==> src/rtl/cap_sensor_scanner.sv <==
`default_nettype none
// ============================================================================
// Module      : cap_sensor_scanner
// Description : Charge-time scanner for the capacitive touch pads, with
//               per-pad debounce, a live touched mask and sticky hit flags.
// Revision    : 1.0 - initial release
// ============================================================================
module cap_sensor_scanner #(
    parameter int N_PADS           = 9,
    parameter int CNT_W            = 16,
    parameter int DISCHARGE_CYCLES = 1000,
    parameter int TIMEOUT          = 4000,
    parameter int THRESHOLD        = 1500,
    parameter int DEBOUNCE_SCANS   = 3
) (
    input  logic              clock,
    input  logic              reset,
    input  logic [N_PADS-1:0] capacitive_sensors_in,
    output logic              capacitive_sensors_out,
    output logic [N_PADS-1:0] touched,
    output logic [N_PADS-1:0] hits,
    input  logic [N_PADS-1:0] hit_clear,
    output logic              scan_done
);

    localparam logic [1:0] c_st_discharge = 2'd0;
    localparam logic [1:0] c_st_charge    = 2'd1;
    localparam logic [1:0] c_st_evaluate  = 2'd2;

    localparam int DB_W = (DEBOUNCE_SCANS > 1) ? $clog2(DEBOUNCE_SCANS) : 1;

    localparam logic [CNT_W-1:0] c_discharge_last = CNT_W'(DISCHARGE_CYCLES - 1);
    localparam logic [CNT_W-1:0] c_timeout_last   = CNT_W'(TIMEOUT - 1);
    localparam logic [CNT_W-1:0] c_timeout        = CNT_W'(TIMEOUT);
    localparam logic [CNT_W-1:0] c_threshold      = CNT_W'(THRESHOLD);
    localparam logic [DB_W-1:0]  c_db_last        = DB_W'(DEBOUNCE_SCANS - 1);

    logic [1:0]        r_state;
    logic [CNT_W-1:0]  r_cnt;
    logic [N_PADS-1:0] r_sync_meta;
    logic [N_PADS-1:0] r_sync_in;
    logic [N_PADS-1:0] r_latched;
    logic [CNT_W-1:0]  r_rise   [N_PADS];
    logic [DB_W-1:0]   r_db_cnt [N_PADS];
    logic [N_PADS-1:0] r_touched;
    logic [N_PADS-1:0] r_hits;

    logic [N_PADS-1:0] w_latched_next;
    logic              w_charge_done;
    logic [CNT_W-1:0]  w_cnt_inc;
    logic [N_PADS-1:0] w_raw;
    logic [N_PADS-1:0] w_touched_next;
    logic [DB_W-1:0]   w_db_next [N_PADS];
    logic [N_PADS-1:0] w_touch_rise;

    assign w_latched_next = r_latched | r_sync_in;
    // Early exit counts pads latching on this very cycle.
    assign w_charge_done  = (&w_latched_next) || (r_cnt == c_timeout_last);
    assign w_cnt_inc      = (&r_cnt) ? r_cnt : r_cnt + 1'b1;

    generate
        for (genvar gi = 0; gi < N_PADS; gi++) begin : g_raw
            assign w_raw[gi] = (r_rise[gi] >= c_threshold);
        end
    endgenerate

    always_comb begin
        w_touched_next = r_touched;
        for (int i = 0; i < N_PADS; i++) begin
            w_db_next[i] = r_db_cnt[i];
            if (w_raw[i] == r_touched[i]) begin
                w_db_next[i] = '0;
            end else if (r_db_cnt[i] == c_db_last) begin
                w_touched_next[i] = w_raw[i];
                w_db_next[i]      = '0;
            end else begin
                w_db_next[i] = r_db_cnt[i] + 1'b1;
            end
        end
    end

    assign w_touch_rise = (r_state == c_st_evaluate) ? (w_touched_next & ~r_touched) : '0;

    always_ff @(posedge clock) begin
        if (!reset) begin
            r_state     <= c_st_discharge;
            r_cnt       <= '0;
            r_sync_meta <= '0;
            r_sync_in   <= '0;
            r_latched   <= '0;
            r_touched   <= '0;
            r_hits      <= '0;
            for (int i = 0; i < N_PADS; i++) begin
                r_rise[i]   <= '0;
                r_db_cnt[i] <= '0;
            end
        end else begin
            r_sync_meta <= capacitive_sensors_in;
            r_sync_in   <= r_sync_meta;
            // A new rising edge of touched outranks a same-cycle clear.
            r_hits      <= (r_hits & ~hit_clear) | w_touch_rise;
            case (r_state)
                c_st_discharge: begin
                    if (r_cnt == c_discharge_last) begin
                        r_state <= c_st_charge;
                        r_cnt   <= '0;
                    end else begin
                        r_cnt <= w_cnt_inc;
                    end
                end
                c_st_charge: begin
                    r_latched <= w_latched_next;
                    for (int i = 0; i < N_PADS; i++) begin
                        if (r_sync_in[i] && !r_latched[i]) begin
                            r_rise[i] <= r_cnt;
                        end else if (w_charge_done && !w_latched_next[i]) begin
                            r_rise[i] <= c_timeout;
                        end
                    end
                    if (w_charge_done) begin
                        r_state <= c_st_evaluate;
                        r_cnt   <= '0;
                    end else begin
                        r_cnt <= w_cnt_inc;
                    end
                end
                c_st_evaluate: begin
                    r_touched <= w_touched_next;
                    r_db_cnt  <= w_db_next;
                    r_latched <= '0;
                    r_state   <= c_st_discharge;
                    r_cnt     <= '0;
                end
                default: begin
                    r_state <= c_st_discharge;
                    r_cnt   <= '0;
                end
            endcase
        end
    end

    assign capacitive_sensors_out = (r_state == c_st_charge);
    assign scan_done              = (r_state == c_st_evaluate);
    assign touched                = r_touched;
    assign hits                   = r_hits;

endmodule
`default_nettype wire

==> config.mk <==
export PLATFORM = sky130hd
export DESIGN_NAME = cap_sensor_scanner
export DESIGN_NICKNAME = d
export VERILOG_FILES = /design/src/rtl/cap_sensor_scanner.sv
export SDC_FILE = /design/constraint.sdc
export NUM_CORES = 1
export LEC_CHECK = 0
export CAP_MARGIN = 20
export CORE_MARGIN = 5
export CORE_UTILIZATION = 40
export CTS_CLUSTER_DIAMETER = 40
export CTS_CLUSTER_SIZE = 16
export DETAILED_ROUTE_END_ITERATION = 7
export SYNTH_ARGS = -nofsm -noshare
export SYNTH_HDL_FRONTEND = slang
export SYNTH_SLANG_ARGS = --single-unit
==> constraint.sdc <==
create_clock -name clock -period 8.9 [get_ports clock]
set_input_delay 1.78 -clock clock [delete_from_list [all_inputs] [get_ports clock]]
set_output_delay 1.78 -clock clock [all_outputs]
set_load 0.05 [all_outputs]
Yosys cells after proc, flatten, opt, wreduce, memory -nomap -nowiden
Memories as Yosys holds them, arrays and structs flattened. Cells that the tools add are included.

Add/sub/neg operators: 10. Magnitude comparators: 9. Equality and inequality tests: 24. Multiplexer cells: 145. Bitwise gates (word level): 24. Reduce and logical (&&, ||, !) cells: 42.

Operators with widths (count): 16-bit 2-to-1 mux (21); 16-bit by 11-bit greater-or-equal comparator with 1-bit output, second input constant (9); 1-bit 2-to-1 mux (100); 2-bit 2-to-1 mux (20); 16-bit case mux with 2 select lines (1); 2-bit equality test, second input constant (10); 2-bit by 1-bit adder with 2-bit output, second input constant (9); 9-bit AND (2); 1-bit logical AND (18); 1-bit zero test (18); 9-bit NOT (2); 1-bit OR (18); 9-bit OR (2); 9-bit case mux with 2 select lines (1); 16-bit by 1-bit adder with 16-bit output, second input constant (1); 16-bit by 10-bit equality test with 1-bit output, second input constant (1); 16-bit by 12-bit equality test with 1-bit output, second input constant (1); 16-bit AND reduction (1); 1-bit equality test (9); 9-bit 2-to-1 mux (1); 9-bit AND reduction (1); 2-bit case mux with 2 select lines (1); 2-bit by 1-bit equality test with 1-bit output, second input constant (1); 2-bit zero test (1); 5 further kinds (5).

Register bits: 81. Bits in writable memories: 144. Bits of input ports: 20. Output and inout bits: 20. Memories kept: 1.

Memory list: r_rise (depth 9, bits a word 16, rd ports 9, clocked after Yosys merged registers in 0, wr ports 9, line 43) `logic [CNT_W-1:0] r_rise [N_PADS];`.

Logic depth before layout (Yosys ltp)
Depth after elaboration: 10. Depth in mapped cells: 11.

Worst setup path before layout
No wires, ideal clock.

Kind: in2reg. From: input port reset. To: memory r_rise[0][10], data pin. Data arrival time: 3209 ps. Required time: 8641 ps. Setup slack: 5431 ps. Stages: 8. Cells stage by stage: nand4b_1 > o221ai_1 > a222oi_1 > o211ai_2 > nor3_1 > buf_2 > buf_2 > nor2_1.

RTL lines: start: declaration (line 17) `input logic reset,`; end: declaration (line 43).

==> summary.txt <==
Critical path
  – Reg2reg end: r_rise[7][4]$_SDFFCE_PP0P_
  – R2R depth: 8
  – R2R Setup Slk: 5670 ps
  – Critical path required time: about 9200 ps
  – WS Path Type: input pin to flip-flop
  – Startpoint types: input pin
  – CP Max Fanout: between 80 and 90
  – Crit. End Element: flip-flop
  – Critical path arrival: approximately 4600 ps
  – FF-to-FF Start: r_cnt[5]$_SDFF_PN0_

Global route
  – Number of global-route vias before repair: roughly 5400
  – Overall Global Routing Usage: between 10 and 15%
  – Largest net degree at the start of global routing: about 110
  – Initial antenna violation count: 0
  – Gr ovfl total: 0
  – First-pass GRT wire length: about 28000 um

Placement
  – Pre-CTS setup slack: 3730 ps
  – Gpl congestion: roughly 0.77
  – PortBufs: 39
  – HPWL Detailed: ~11000 um
  – Post-Place Cell Area: about 9000 um^2
  – Placed insts: around 1100

CTS
  – CTS tree: done
  – Clock slew seen by the registers of the worst setup and hold paths: ~60 ps
  – CTS H-tree lvls: 1
  – Clk sinks: just over 200
  – CTS Buffer Depth: 3
  – CTS resizes: 0
  – Clk Latency, worst-skew pair: about 530 ps
  – Hold-fix buffers at CTS: 0
  – Post-CTS setup buffer count: 0
  – Root buffer selected by CTS: clkbuf_16
  – CTS buffer count: 27

Routing
  – Routed len/inst: 15.1 um
  – Vias per cell: 5.08
  – Post-DRT Antenna Nets: 0
  – Total Wirelength: around 17000 um
  – Via count: ~5700
  – DR DRC count: 0
  – TritonRoute pass-1 iters: 4
  – Initial DRC count: 406

Yosys
  – Main combinational cell family by area after synthesis: simple AND/OR/NAND/NOR gates
  – Post-synthesis mux area share: 0.120%
  – Synth Area in XOR/XNOR: about 2.3%
  – Gate Count Post-Synth: approximately 790
  – Synth Area in Simple Gates: a little over a fifth
  – Asr flop ratio synth: 0%
  – Syn avg cell area: 10.6 um^2
  – Synth Area in Adders: 0.598%
  – YS warnings: 0
  – Cell Area, Synth: 8370 um^2
  – Post-synth top flop: edfxtp_1
  – Sequential-to-total area share from yosys stat: about 63%
  – Post-Syn Nets: 811
  – Synth Register Bits: ~210
  – Post-synthesis compound-gate area fraction: a little under 9%
  – Post-synthesis cell type count: roughly 50
  – EDFF count, synth: 112

Die
  – Die area: ~24000 um^2
  – Initial core utilization: 40.2%
  – Core Area: approximately 21000 um^2
  – Die width: 155 um
  – Die Y: roughly 150 um
  – Row count: 53
  – # IOs: 40

Power and ir drop
  – Power Total: 2.21 mW
  – Leak: approximately 3.5 nW
  – Peak supply drop: 0.000145 V
  – PD cells: around 220 nW/um^2

Hold path
  – Endpoint, Worst Hold: r_sync_in[8]$_SDFF_PN0_
  – Min-delay worst type: flip-flop to flip-flop
  – Hold wc startpoint: r_sync_meta[8]$_SDFF_PN0_
  – Hold Path Stages: 1

Finish
  – Commonest non-fill, non-tap cell in the layout: nor2_1
  – Share of cells above drive strength 1: ~8.5%
  – Post-Layout Inst Area: 9930 um^2
  – Antenna diodes: 0
  – Area growth syn-to-layout: 18.6%
  – NumNets Final: between 800 and 900
  – Most frequent cells in the layout: nor2_1 (143), edfxtp_1 (112), dfxtp_1 (95)
  – Fin cells: approximately 1100
  – Final core occ: a little under half

Outcome
  – Outcome: finished, final reports clean

Timing
  – Worst clock skew: roughly 14 ps
  – Slew HR: 48.0%
  – Final Cycle Share: just under 50%
  – Worst Tran Pin Value: a little under 800 ps
  – WHS: 433 ps
  – Shortest period the worst path allows: around 4400 ps
  – Fin worst setup slack: between 4000 and 5000 ps
  – Hold Fails Final Rpt: 0
  – Final setup vio count: 0
  – Setup Total Neg Slack: 0 ps
  – Final Slew Violations: 0
  – RSZ-0062 raised after global routing: false
  – F_max: 228 MHz

Flow run
  – Maximum capacitance violations: 0
critical path, stage by stage:
cell,delay [ps]
clkdlybuf4s50_1,390
buf_4,250
nand4b_1,480
o221ai_1,220
a222oi_1,390
o211ai_2,140
nor3_2,170
buf_4,320
buf_16,330
nor3_1,90
per-layer routing:
layer / part of all wire (%) / vias up / track usage (%) / wire (um)
met4: 2.5 / 0 / 3.95 / 418
li1: - / 2882 / - / -
met1: 47 / 2668 / 19.9 / 7990
met2: 46 / 110 / 23.1 / 7770
met3: 4.3 / 30 / 2.43 / 729
met5: 0 / - / 0 / 0
logic make-up after synthesis:
kind of cell / count (synthesis)
AO/OA/AOI/OAI: 121
XOR/XNOR: 22
adder cells (fa/ha/maj): 4
buffers and inverters: 62
flip-flops: 207
multiplexers: 1
AND/OR/NAND/NOR: 370
worst max path at each step:
stage | depth (start not counted) | endpoint | slack, ps | from
4_1_cts | 9 | r_rise[7][4]$_SDFFCE_PP0P_ | 4280 | reset
6_report | 10 | r_rise[1][15]$_SDFFCE_PP0P_ | 4510 | reset
3_5_place_dp | 9 | r_rise[7][4]$_SDFFCE_PP0P_ | 3730 | reset
5_1_grt | 10 | r_rise[7][4]$_SDFFCE_PP0P_ | 4260 | reset
3_3_place_gp | 9 | r_rise[7][4]$_SDFFCE_PP0P_ | 3760 | reset
2_1_floorplan | 8 | r_rise[0][10]$_SDFFCE_PN0P_ | 5430 | reset
state kept, by name, indices dropped and copies added, names as in the netlist:
name,count
r_rise,126
r_db_cnt,18
r_cnt,16
hits,9
r_latched,9
r_sync_in,9
r_sync_meta,9
touched,9
r_state,2
Yosys cell counts (2+ instances only):
cell | number | area [um^2]
nor3_1 | 53 | 265
buf_6 | 6 | 67.6
and4_1 | 3 | 26.3
a211o_1 | 2 | 17.5
clkbuf_1 | 25 | 93.8
edfxtp_1 | 112 | 3360
o22ai_1 | 3 | 18.8
buf_1 | 2 | 7.51
xnor2_1 | 11 | 96.3
nor2_1 | 143 | 537
nand2_1 | 40 | 150
or3_1 | 2 | 12.5
xor2_1 | 11 | 96.3
a21oi_1 | 60 | 300
o21bai_1 | 13 | 97.6
a21o_1 | 2 | 15.0
nand3b_1 | 9 | 67.6
nand4_1 | 5 | 31.3
inv_1 | 18 | 67.6
nand4b_1 | 9 | 78.8
a211oi_1 | 10 | 75.1
dfxtp_1 | 95 | 1900
nor4_2 | 2 | 25.0
a31oi_1 | 10 | 62.6
or4_1 | 10 | 75.1
ha_1 | 4 | 50.1
buf_2 | 10 | 50.1
o21ai_0 | 12 | 60.1
nand3_1 | 44 | 220
and2_1 | 20 | 125
nand2b_1 | 19 | 119
and3_1 | 3 | 18.8
layout make-up:
| type | instances | area (um^2) |
|---|---|---|
| Clock inverter | 21 | 230 |
| Timing Repair Buffer | 51 | 500 |
| Multi-Input combinational cell | 518 | 2830 |
| Inverter | 19 | 71.3 |
| Sequential cell | 207 | 5270 |
| Clock buffer | 29 | 693 |
| Tap cell | 275 | 344 |
| Fill cell | 1939 | 10900 |
report_power, final:
group          internal, mW  switching, mW
Sequential             1.03         0.0111
Combinational        0.0274         0.0582
Clock                 0.644          0.436
No activity file was read; power rests on OpenSTA's default activity.
